$ cat src/rtl/core_issue_ctrl_pkg.sv
// Shared issue-control types: register index, FSM state encodings, R0 constant
// and a small one-hot helper used by the pending-write scoreboard.
package core_issue_ctrl_pkg;

  localparam int NUM_REGS = 16;
  localparam int REG_W    = $clog2(NUM_REGS);

  typedef logic [REG_W-1:0] reg_num;
  typedef logic [1:0]       issue_state;

  localparam issue_state ISSUE_RUN      = 2'd0;
  localparam issue_state ISSUE_MUL_WAIT = 2'd1;
  localparam issue_state ISSUE_MEM_WAIT = 2'd2;

  // R0 is hardwired zero and is never tracked as pending
  localparam reg_num R0 = '0;

  // One-hot mask for register r, or all-zero when en is low
  function automatic logic [NUM_REGS-1:0] reg_onehot(input logic en, input reg_num r);
    logic [NUM_REGS-1:0] m;
    m = '0;
    if (en) m[r] = 1'b1;
    return m;
  endfunction

endpackage

$ cat src/rtl/core_issue_ctrl_if.sv
// Decode/writeback/execute/memory signals seen by the issue controller.
// master: the surrounding pipeline; slave: the issue controller.
interface core_issue_ctrl_if
  import core_issue_ctrl_pkg::*;
  ();

  logic                dec_valid;
  logic                dec_uses_ra;
  logic                dec_uses_rb;
  logic                dec_writeback;
  reg_num              dec_ra;
  reg_num              dec_rb;
  reg_num              dec_rd;
  logic                dec_mul;
  logic                dec_ldst;
  logic                wb_valid;
  reg_num              wb_rd;
  logic                branch_taken;
  logic                mem_ack;
  logic                issue;
  logic                stall;
  logic                flush;
  logic                mem_req;
  logic [NUM_REGS-1:0] scoreboard;

  modport master (
    output dec_valid, dec_uses_ra, dec_uses_rb, dec_writeback,
           dec_ra, dec_rb, dec_rd, dec_mul, dec_ldst,
           wb_valid, wb_rd, branch_taken, mem_ack,
    input  issue, stall, flush, mem_req, scoreboard
  );

  modport slave (
    input  dec_valid, dec_uses_ra, dec_uses_rb, dec_writeback,
           dec_ra, dec_rb, dec_rd, dec_mul, dec_ldst,
           wb_valid, wb_rd, branch_taken, mem_ack,
    output issue, stall, flush, mem_req, scoreboard
  );

endinterface

$ cat src/rtl/core_issue_ctrl_scoreboard.sv
// Pending-write scoreboard: one bit per architectural register, cleared by
// writeback commit and set by issue of a writing insn (set wins on the same
// index). Also produces the RAW/WAW hazard for the insn sitting in decode.
module core_issue_scoreboard
  import core_issue_ctrl_pkg::*;
  (
  input  logic                clk,
  input  logic                rst,
  input  logic                wb_valid_i,
  input  reg_num              wb_rd_i,
  input  logic                set_i,
  input  reg_num              set_rd_i,
  input  logic                dec_valid_i,
  input  logic                uses_ra_i,
  input  logic                uses_rb_i,
  input  logic                writeback_i,
  input  reg_num              ra_i,
  input  reg_num              rb_i,
  input  reg_num              rd_i,
  output logic                hazard_o,
  output logic [NUM_REGS-1:0] pending_o
);

  logic [NUM_REGS-1:0] pending_q;
  logic [NUM_REGS-1:0] pending_d;
  logic [NUM_REGS-1:0] sb_eff;
  logic [NUM_REGS-1:0] clr_mask;
  logic [NUM_REGS-1:0] set_mask;

  // A same-cycle commit already resolves its register; R0 is never marked pending
  always_comb begin
    clr_mask  = reg_onehot(wb_valid_i, wb_rd_i);
    set_mask  = reg_onehot(set_i && (set_rd_i != R0), set_rd_i);
    sb_eff    = pending_q & ~clr_mask;
    pending_d = sb_eff | set_mask;
    hazard_o  = dec_valid_i & ((uses_ra_i   & sb_eff[ra_i]) |
                               (uses_rb_i   & sb_eff[rb_i]) |
                               (writeback_i & sb_eff[rd_i]));
  end

  // Pending bits register; cleared on reset
  always_ff @(posedge clk) begin
    if (rst) pending_q <= '0;
    else     pending_q <= pending_d;
  end

  assign pending_o = pending_q;

endmodule

$ cat src/rtl/core_issue_ctrl.sv
// Issue sequencer between decode and execute: gates dispatch on scoreboard
// hazards, holds the front end during multi-cycle mul and outstanding memory
// accesses, and turns a taken branch into a one-cycle decode flush.
module core_issue_ctrl
  import core_issue_ctrl_pkg::*;
  #(
  parameter int MUL_LATENCY = 3
  ) (
  input  logic             clk,
  input  logic             rst,
  core_issue_ctrl_if.slave bus
);

  localparam int CNT_W = (MUL_LATENCY > 2) ? $clog2(MUL_LATENCY) : 1;
  localparam logic [CNT_W-1:0] CNT_INIT = CNT_W'(MUL_LATENCY - 1);
  localparam logic [CNT_W-1:0] CNT_ONE  = CNT_W'(1);
  localparam logic             MUL_MULTI = (MUL_LATENCY > 1);

  issue_state          state_q, state_d;
  logic [CNT_W-1:0]    cnt_q, cnt_d;
  logic                flush_q, flush_d;
  logic                mem_req_q, mem_req_d;
  logic                hazard;
  logic                issue;
  logic                stall;
  logic                in_run;
  logic [NUM_REGS-1:0] pending;

  core_issue_scoreboard u_sb (
    .clk         (clk),
    .rst         (rst),
    .wb_valid_i  (bus.wb_valid),
    .wb_rd_i     (bus.wb_rd),
    .set_i       (issue & bus.dec_writeback),
    .set_rd_i    (bus.dec_rd),
    .dec_valid_i (bus.dec_valid),
    .uses_ra_i   (bus.dec_uses_ra),
    .uses_rb_i   (bus.dec_uses_rb),
    .writeback_i (bus.dec_writeback),
    .ra_i        (bus.dec_ra),
    .rb_i        (bus.dec_rb),
    .rd_i        (bus.dec_rd),
    .hazard_o    (hazard),
    .pending_o   (pending)
  );

  // Dispatch and hold decisions; a taken branch suppresses the hold so the
  // wrong-path insn is flushed rather than kept in decode
  always_comb begin
    in_run = (state_q == ISSUE_RUN);
    issue  = ~rst & in_run & bus.dec_valid & ~hazard & ~bus.branch_taken & ~flush_q;
    stall  = ~rst & (~in_run | (hazard & ~bus.branch_taken));
  end

  // FSM next state, mul countdown and memory request
  always_comb begin
    state_d   = state_q;
    cnt_d     = cnt_q;
    mem_req_d = mem_req_q;
    flush_d   = bus.branch_taken;
    case (state_q)
      ISSUE_RUN: begin
        if (issue) begin
          if (bus.dec_mul && MUL_MULTI) begin
            state_d = ISSUE_MUL_WAIT;
            cnt_d   = CNT_INIT;
          end else if (bus.dec_ldst) begin
            state_d   = ISSUE_MEM_WAIT;
            mem_req_d = 1'b1;
          end
        end
      end
      ISSUE_MUL_WAIT: begin
        cnt_d = cnt_q - CNT_ONE;
        if (cnt_q == CNT_ONE) state_d = ISSUE_RUN;
      end
      ISSUE_MEM_WAIT: begin
        if (bus.mem_ack) begin
          mem_req_d = 1'b0;
          state_d   = ISSUE_RUN;
        end
      end
      default: begin
        state_d   = ISSUE_RUN;
        mem_req_d = 1'b0;
      end
    endcase
  end

  // Control registers; reset returns to RUN and drops any pending access
  always_ff @(posedge clk) begin
    if (rst) begin
      state_q   <= ISSUE_RUN;
      cnt_q     <= '0;
      flush_q   <= 1'b0;
      mem_req_q <= 1'b0;
    end else begin
      state_q   <= state_d;
      cnt_q     <= cnt_d;
      flush_q   <= flush_d;
      mem_req_q <= mem_req_d;
    end
  end

  assign bus.issue      = issue;
  assign bus.stall      = stall;
  assign bus.flush      = flush_q;
  assign bus.mem_req    = mem_req_q;
  assign bus.scoreboard = pending;

endmodule

$ cat src/flat_wrapper.sv
// flat-port wrapper written by rule: the top's interface ports become plain ports
module core_issue_ctrl_flat import core_issue_ctrl_pkg::*;
#(
  parameter int MUL_LATENCY = 3
  )
  (clk, rst, bus_dec_valid, bus_dec_uses_ra, bus_dec_uses_rb, bus_dec_writeback, bus_dec_ra, bus_dec_rb, bus_dec_rd, bus_dec_mul, bus_dec_ldst, bus_wb_valid, bus_wb_rd, bus_branch_taken, bus_mem_ack, bus_issue, bus_stall, bus_flush, bus_mem_req, bus_scoreboard);
  core_issue_ctrl_if bus_i ();
  input  logic clk;
  input  logic rst;
  input wire logic [$bits(bus_i.dec_valid)-1:0] bus_dec_valid;
  input wire logic [$bits(bus_i.dec_uses_ra)-1:0] bus_dec_uses_ra;
  input wire logic [$bits(bus_i.dec_uses_rb)-1:0] bus_dec_uses_rb;
  input wire logic [$bits(bus_i.dec_writeback)-1:0] bus_dec_writeback;
  input wire logic [$bits(bus_i.dec_ra)-1:0] bus_dec_ra;
  input wire logic [$bits(bus_i.dec_rb)-1:0] bus_dec_rb;
  input wire logic [$bits(bus_i.dec_rd)-1:0] bus_dec_rd;
  input wire logic [$bits(bus_i.dec_mul)-1:0] bus_dec_mul;
  input wire logic [$bits(bus_i.dec_ldst)-1:0] bus_dec_ldst;
  input wire logic [$bits(bus_i.wb_valid)-1:0] bus_wb_valid;
  input wire logic [$bits(bus_i.wb_rd)-1:0] bus_wb_rd;
  input wire logic [$bits(bus_i.branch_taken)-1:0] bus_branch_taken;
  input wire logic [$bits(bus_i.mem_ack)-1:0] bus_mem_ack;
  output wire logic [$bits(bus_i.issue)-1:0] bus_issue;
  output wire logic [$bits(bus_i.stall)-1:0] bus_stall;
  output wire logic [$bits(bus_i.flush)-1:0] bus_flush;
  output wire logic [$bits(bus_i.mem_req)-1:0] bus_mem_req;
  output wire logic [$bits(bus_i.scoreboard)-1:0] bus_scoreboard;
  assign bus_i.dec_valid = bus_dec_valid;
  assign bus_i.dec_uses_ra = bus_dec_uses_ra;
  assign bus_i.dec_uses_rb = bus_dec_uses_rb;
  assign bus_i.dec_writeback = bus_dec_writeback;
  assign bus_i.dec_ra = bus_dec_ra;
  assign bus_i.dec_rb = bus_dec_rb;
  assign bus_i.dec_rd = bus_dec_rd;
  assign bus_i.dec_mul = bus_dec_mul;
  assign bus_i.dec_ldst = bus_dec_ldst;
  assign bus_i.wb_valid = bus_wb_valid;
  assign bus_i.wb_rd = bus_wb_rd;
  assign bus_i.branch_taken = bus_branch_taken;
  assign bus_i.mem_ack = bus_mem_ack;
  assign bus_issue = bus_i.issue;
  assign bus_stall = bus_i.stall;
  assign bus_flush = bus_i.flush;
  assign bus_mem_req = bus_i.mem_req;
  assign bus_scoreboard = bus_i.scoreboard;
  core_issue_ctrl #(.MUL_LATENCY(MUL_LATENCY)) u_core (.clk(clk), .rst(rst), .bus(bus_i));
endmodule
$ cat config.mk
export PLATFORM = sky130hd
export DESIGN_NAME = core_issue_ctrl_flat
export DESIGN_NICKNAME = d
export VERILOG_FILES = /design/src/rtl/core_issue_ctrl_pkg.sv /design/src/rtl/core_issue_ctrl_if.sv /design/src/rtl/core_issue_ctrl_scoreboard.sv /design/src/rtl/core_issue_ctrl.sv /design/src/flat_wrapper.sv
export SDC_FILE = /design/constraint.sdc
export NUM_CORES = 1
export LEC_CHECK = 0
export CAP_MARGIN = 20
export CORE_MARGIN = 8
export CORE_UTILIZATION = 40
export CTS_BUF_LIST = sky130_fd_sc_hd__clkbuf_4 sky130_fd_sc_hd__clkbuf_8
export DETAILED_ROUTE_END_ITERATION = 8
export PLACE_DENSITY = 0.7
export SKIP_LAST_GASP = 1
export SLEW_MARGIN = 20
export SYNTH_ARGS = -nofsm -noshare
export SYNTH_HDL_FRONTEND = slang
export SYNTH_SLANG_ARGS = --single-unit
$ cat constraint.sdc
create_clock -name clk -period 2.8 [get_ports clk]
set_input_delay 0.28 -clock clk [delete_from_list [all_inputs] [get_ports clk]]
set_output_delay 0.28 -clock clk [all_outputs]
set_load 0.03 [all_outputs]
==> impl_summary.log <==
INFO  metric yosysTopAreaCell = dfxtp_1
INFO  metric fp-row-count = 22
INFO  metric skew = 0.00469 ns
INFO  metric timing.critical_path.mode_cell = buf_4
INFO  metric ctsRootBufferMaster = clkbuf_8
INFO  metric dpl.hpwl = approximately 4700 µm
INFO  metric hold_buffer_count_at_cts = 0
INFO  metric grt_first_pass_wirelength = roughly 9400 µm
INFO  metric worst_slew_margin_rel = 0.778
INFO  metric post-route-period-util = 0.974
INFO  metric die_h = 77.9 µm
INFO  metric grt_pass1_vias = 1,917
INFO  metric grt_start_max_net_pins = 25
INFO  metric die_area = approximately 6100 µm²
INFO  metric globalRoute.totalOverflow = 0
INFO  metric synth_edf_count = 0
INFO  metric timing.critical_path.cells = dlygate4sd2_1 -> nand2b_1 -> buf_4 -> o21ai_1 -> mux2_2 -> a32oi_1 -> o211ai_2 -> nand4_1 -> buf_4 -> nand3b_1 -> a21oi_1 -> buf_4
INFO  metric hold_path.class = flop to flop
INFO  metric floorplan.die.width = around 78 µm
INFO  metric cp_top_family = buffers and inverters
INFO  metric cp_data_arrival_time = between 2 and 2.5 ns
INFO  metric clkTransAtPathRegs = 0.07 ns
INFO  metric first_pass_iters = 4
INFO  metric sequential_cell_area = between 400 and 500 µm²
INFO  metric detail_route.wl_per_cell = roughly 19 µm
INFO  metric tritoncts.num_buffers = 3
INFO  metric synth.net_count = roughly 210
INFO  metric yosys-top-cells-count = dfxtp_1 (22), o32ai_1 (15), inv_1 (14), o21ai_1 (13), nor2_1 (11)
INFO  metric post_synth_num_cell_types = 51
INFO  metric worstPathRequired = about 2.5 ns
INFO  metric synthesized_area_per_cell = 8.60 µm²
INFO  metric yosysWarningCount = 0
INFO  metric port_buffers = 46
INFO  metric postSynth.topFlopCell = dfxtp_1
INFO  metric io_pins = 47
INFO  metric num-fill-cells = 308
INFO  metric post_route_antenna_net_violation_count = 0
INFO  metric critPathKind = input pin to output port
INFO  metric multi_input_comb_area = between 1000 and 1500 µm²
INFO  metric synth_most_common_cell = dfxtp_1
INFO  metric cellLeakagePower = approximately 0.94 nW
INFO  metric post_synth_main_area_contributors = dfxtp_1 (29%), o32ai_1 (8.6%), mux2i_1 (5.9%), o21ai_1 (4.2%), inv_1 (3.4%)
INFO  metric critPathMaxFanout = 4
INFO  metric groute.usage.overall = 0.188
INFO  metric cts-root-to-sink-buffers = 2
INFO  metric worst_path_max_delay_cell = mux2_2
INFO  metric layout-drive-gt1-share = 0.286
INFO  metric clkSinkCount = 22
INFO  metric routed-via-count = 1,848
INFO  metric final_hold_viol_count = 0
INFO  metric worst_ir_drop_vdd = between 0.0003 and 0.0004 V
INFO  metric maxCapViolCount = 0
INFO  metric outcome = complete, no violations
INFO  metric globalplace.congestion = between 0.9 and 1
INFO  metric critical_path.n_buffers_inverters = 4
INFO  metric vias_per_cell = between 5 and 6
INFO  metric initial_core_util = 0.418
INFO  metric tritoncts = done
INFO  metric syn_area = roughly 1500 µm²
INFO  metric yosys_register_bits = 22
INFO  metric worstMarginPinSlew = ~0.33 ns
INFO  metric diodes = 0
INFO  metric htree_levels = 1
INFO  metric cp-start-kind = input pin
INFO  metric fmax = between 0.3 and 0.4 GHz
INFO  metric power.density_cell_area = 300 nW/µm²
INFO  metric crit_path_max_incr_delay = ~0.29 ns
INFO  metric route.final.wire_length = roughly 5800 µm
INFO  metric period_minus_slack = approximately 2.7 ns
INFO  metric cp-end-kind = output port
INFO  metric drt_iter0_drc = 97
INFO  metric nets = roughly 290
INFO  metric synthToLayoutAreaGrowth = 59.1%
INFO  metric detail_route.drc_violations = 0
INFO  metric post_synth_inst_count = approximately 180
INFO  metric insertion_delay = about 0.26 ns
INFO  metric async_flop_share = 0
INFO  metric power.total = between 0.7 and 0.8 mW
INFO  metric design_area = about 2400 µm²
INFO  metric placed_area = between 2000 and 2500 µm²
INFO  metric grt_antenna_before_repair = 0
INFO  metric final_setup_vio_count = 0
INFO  metric synth_seq_area_share = 0.288
INFO  metric synthDominantCellAreaShare = 0.288
INFO  metric core_area = 3660 µm²
INFO  metric count_of_pins_over_their_slew_limit = 0
## cell families (layout without fill, tap and decap cells)
family,Yosys count,count (layout),synth area share
adder cells (fa/ha/maj),1,1,0.00817
AND/OR/NAND/NOR,49,49,0.176
multiplexers,13,13,0.103
buffers and inverters,23,107,0.0711
AO/OA/AOI/OAI,70,70,0.354
flip-flops,22,22,0.288
## power by group
part / switching, mW / leakage (nW) / internal [mW]
Clock: 0.100 / 0.0288 / 0.125
Combinational: 0.0937 / 0.732 / 0.0885
Sequential: 0.00551 / 0.178 / 0.318
Total: 0.199 / 0.939 / 0.532
## metrics by stage
step                instances  hold WS [ns]  utilization  TNS [ns]  setup WS (ns)
floorplan                 178         0.408            -         0          0.353
global placement          301         0.484        0.627     -4.94         -0.317
detailed placement        301         0.492        0.627     -4.81         -0.315
CTS                       306         0.514        0.646         0         0.0107
global route              310         0.560        0.665  -0.00879       -0.00879
finish                    310         0.517        0.665         0         0.0714
## worst register-to-register path, stage by stage (launching register included)
cell	delay, ns
dfxtp_1	0.33
o21ai_1	0.09
buf_4	0.14
mux2i_1	0.07
mux4_2	0.47
o211ai_2	0.18
nand4_1	0.17
or2_4	0.29
buf_12	0.15
o32ai_1	0.31
## state kept, by name, indices dropped and copies added, names as in the netlist
register and count:
u_core.cnt_q 2, u_core.bus.mem_req 1, u_core.state_q 2, u_core.u_sb.pending_o 16, u_core.bus.flush 1
## layer usage
metal | vias up | share of wire | track usage | wire, µm
met5 | - | 0 | 0 | 0
met4 | 0 | 0.024 | 0.0698 | 141
met3 | 14 | 0.070 | 0.0449 | 407
met2 | 80 | 0.49 | 0.326 | 2830
met1 | 877 | 0.42 | 0.217 | 2430
li1 | 877 | - | - | -
## cell type report
| type | instances | share of cell area |
|---|---|---|
| multi-input cells | 133 | 0.426 |
| repair buffers | 88 | 0.323 |
| flip-flops and latches | 22 | 0.181 |
| well taps | 48 | 0.0247 |
| inverters | 15 | 0.0231 |
| clock buffers | 4 | 0.0226 |
## cell usage in the layout, fill, tap and decap left out, types with 3 or more instances in the layout
master / n
nor3_1: 3
nand3_1: 4
buf_4: 41
clkbuf_8: 4
clkbuf_2: 3
inv_1: 13
o32ai_1: 15
dfxtp_1: 22
o2111ai_1: 4
mux2i_1: 9
o21ai_0: 5
o21ai_1: 8
o211ai_1: 7
nor2_1: 11
clkdlybuf4s50_1: 38
nand3b_1: 4
o21ai_2: 7
nand2_1: 8
## what timing repair did
item | CTS | global route
cloned | 0 | 0
pin swaps | 3 | 12
endpoints found under the setup margin | 11 | 2
gates resized for setup | 9 | 20
buffers inserted | 1 | 4
## path summary, 6_finish.rpt
kind,slack [ns],depth (start not counted),from,end
hold / removal,0.52,1,u_core.bus.mem_req,u_core.bus.mem_req
hold reg to reg,0.52,1,u_core.bus.mem_req,u_core.bus.mem_req
setup / recovery,0.07,12,bus_wb_rd[1],bus_stall
setup reg to reg,0.50,9,u_core.u_sb.pending_o[7],u_core.u_sb.pending_o[5]
No activity file was read; power rests on OpenSTA's default activity.
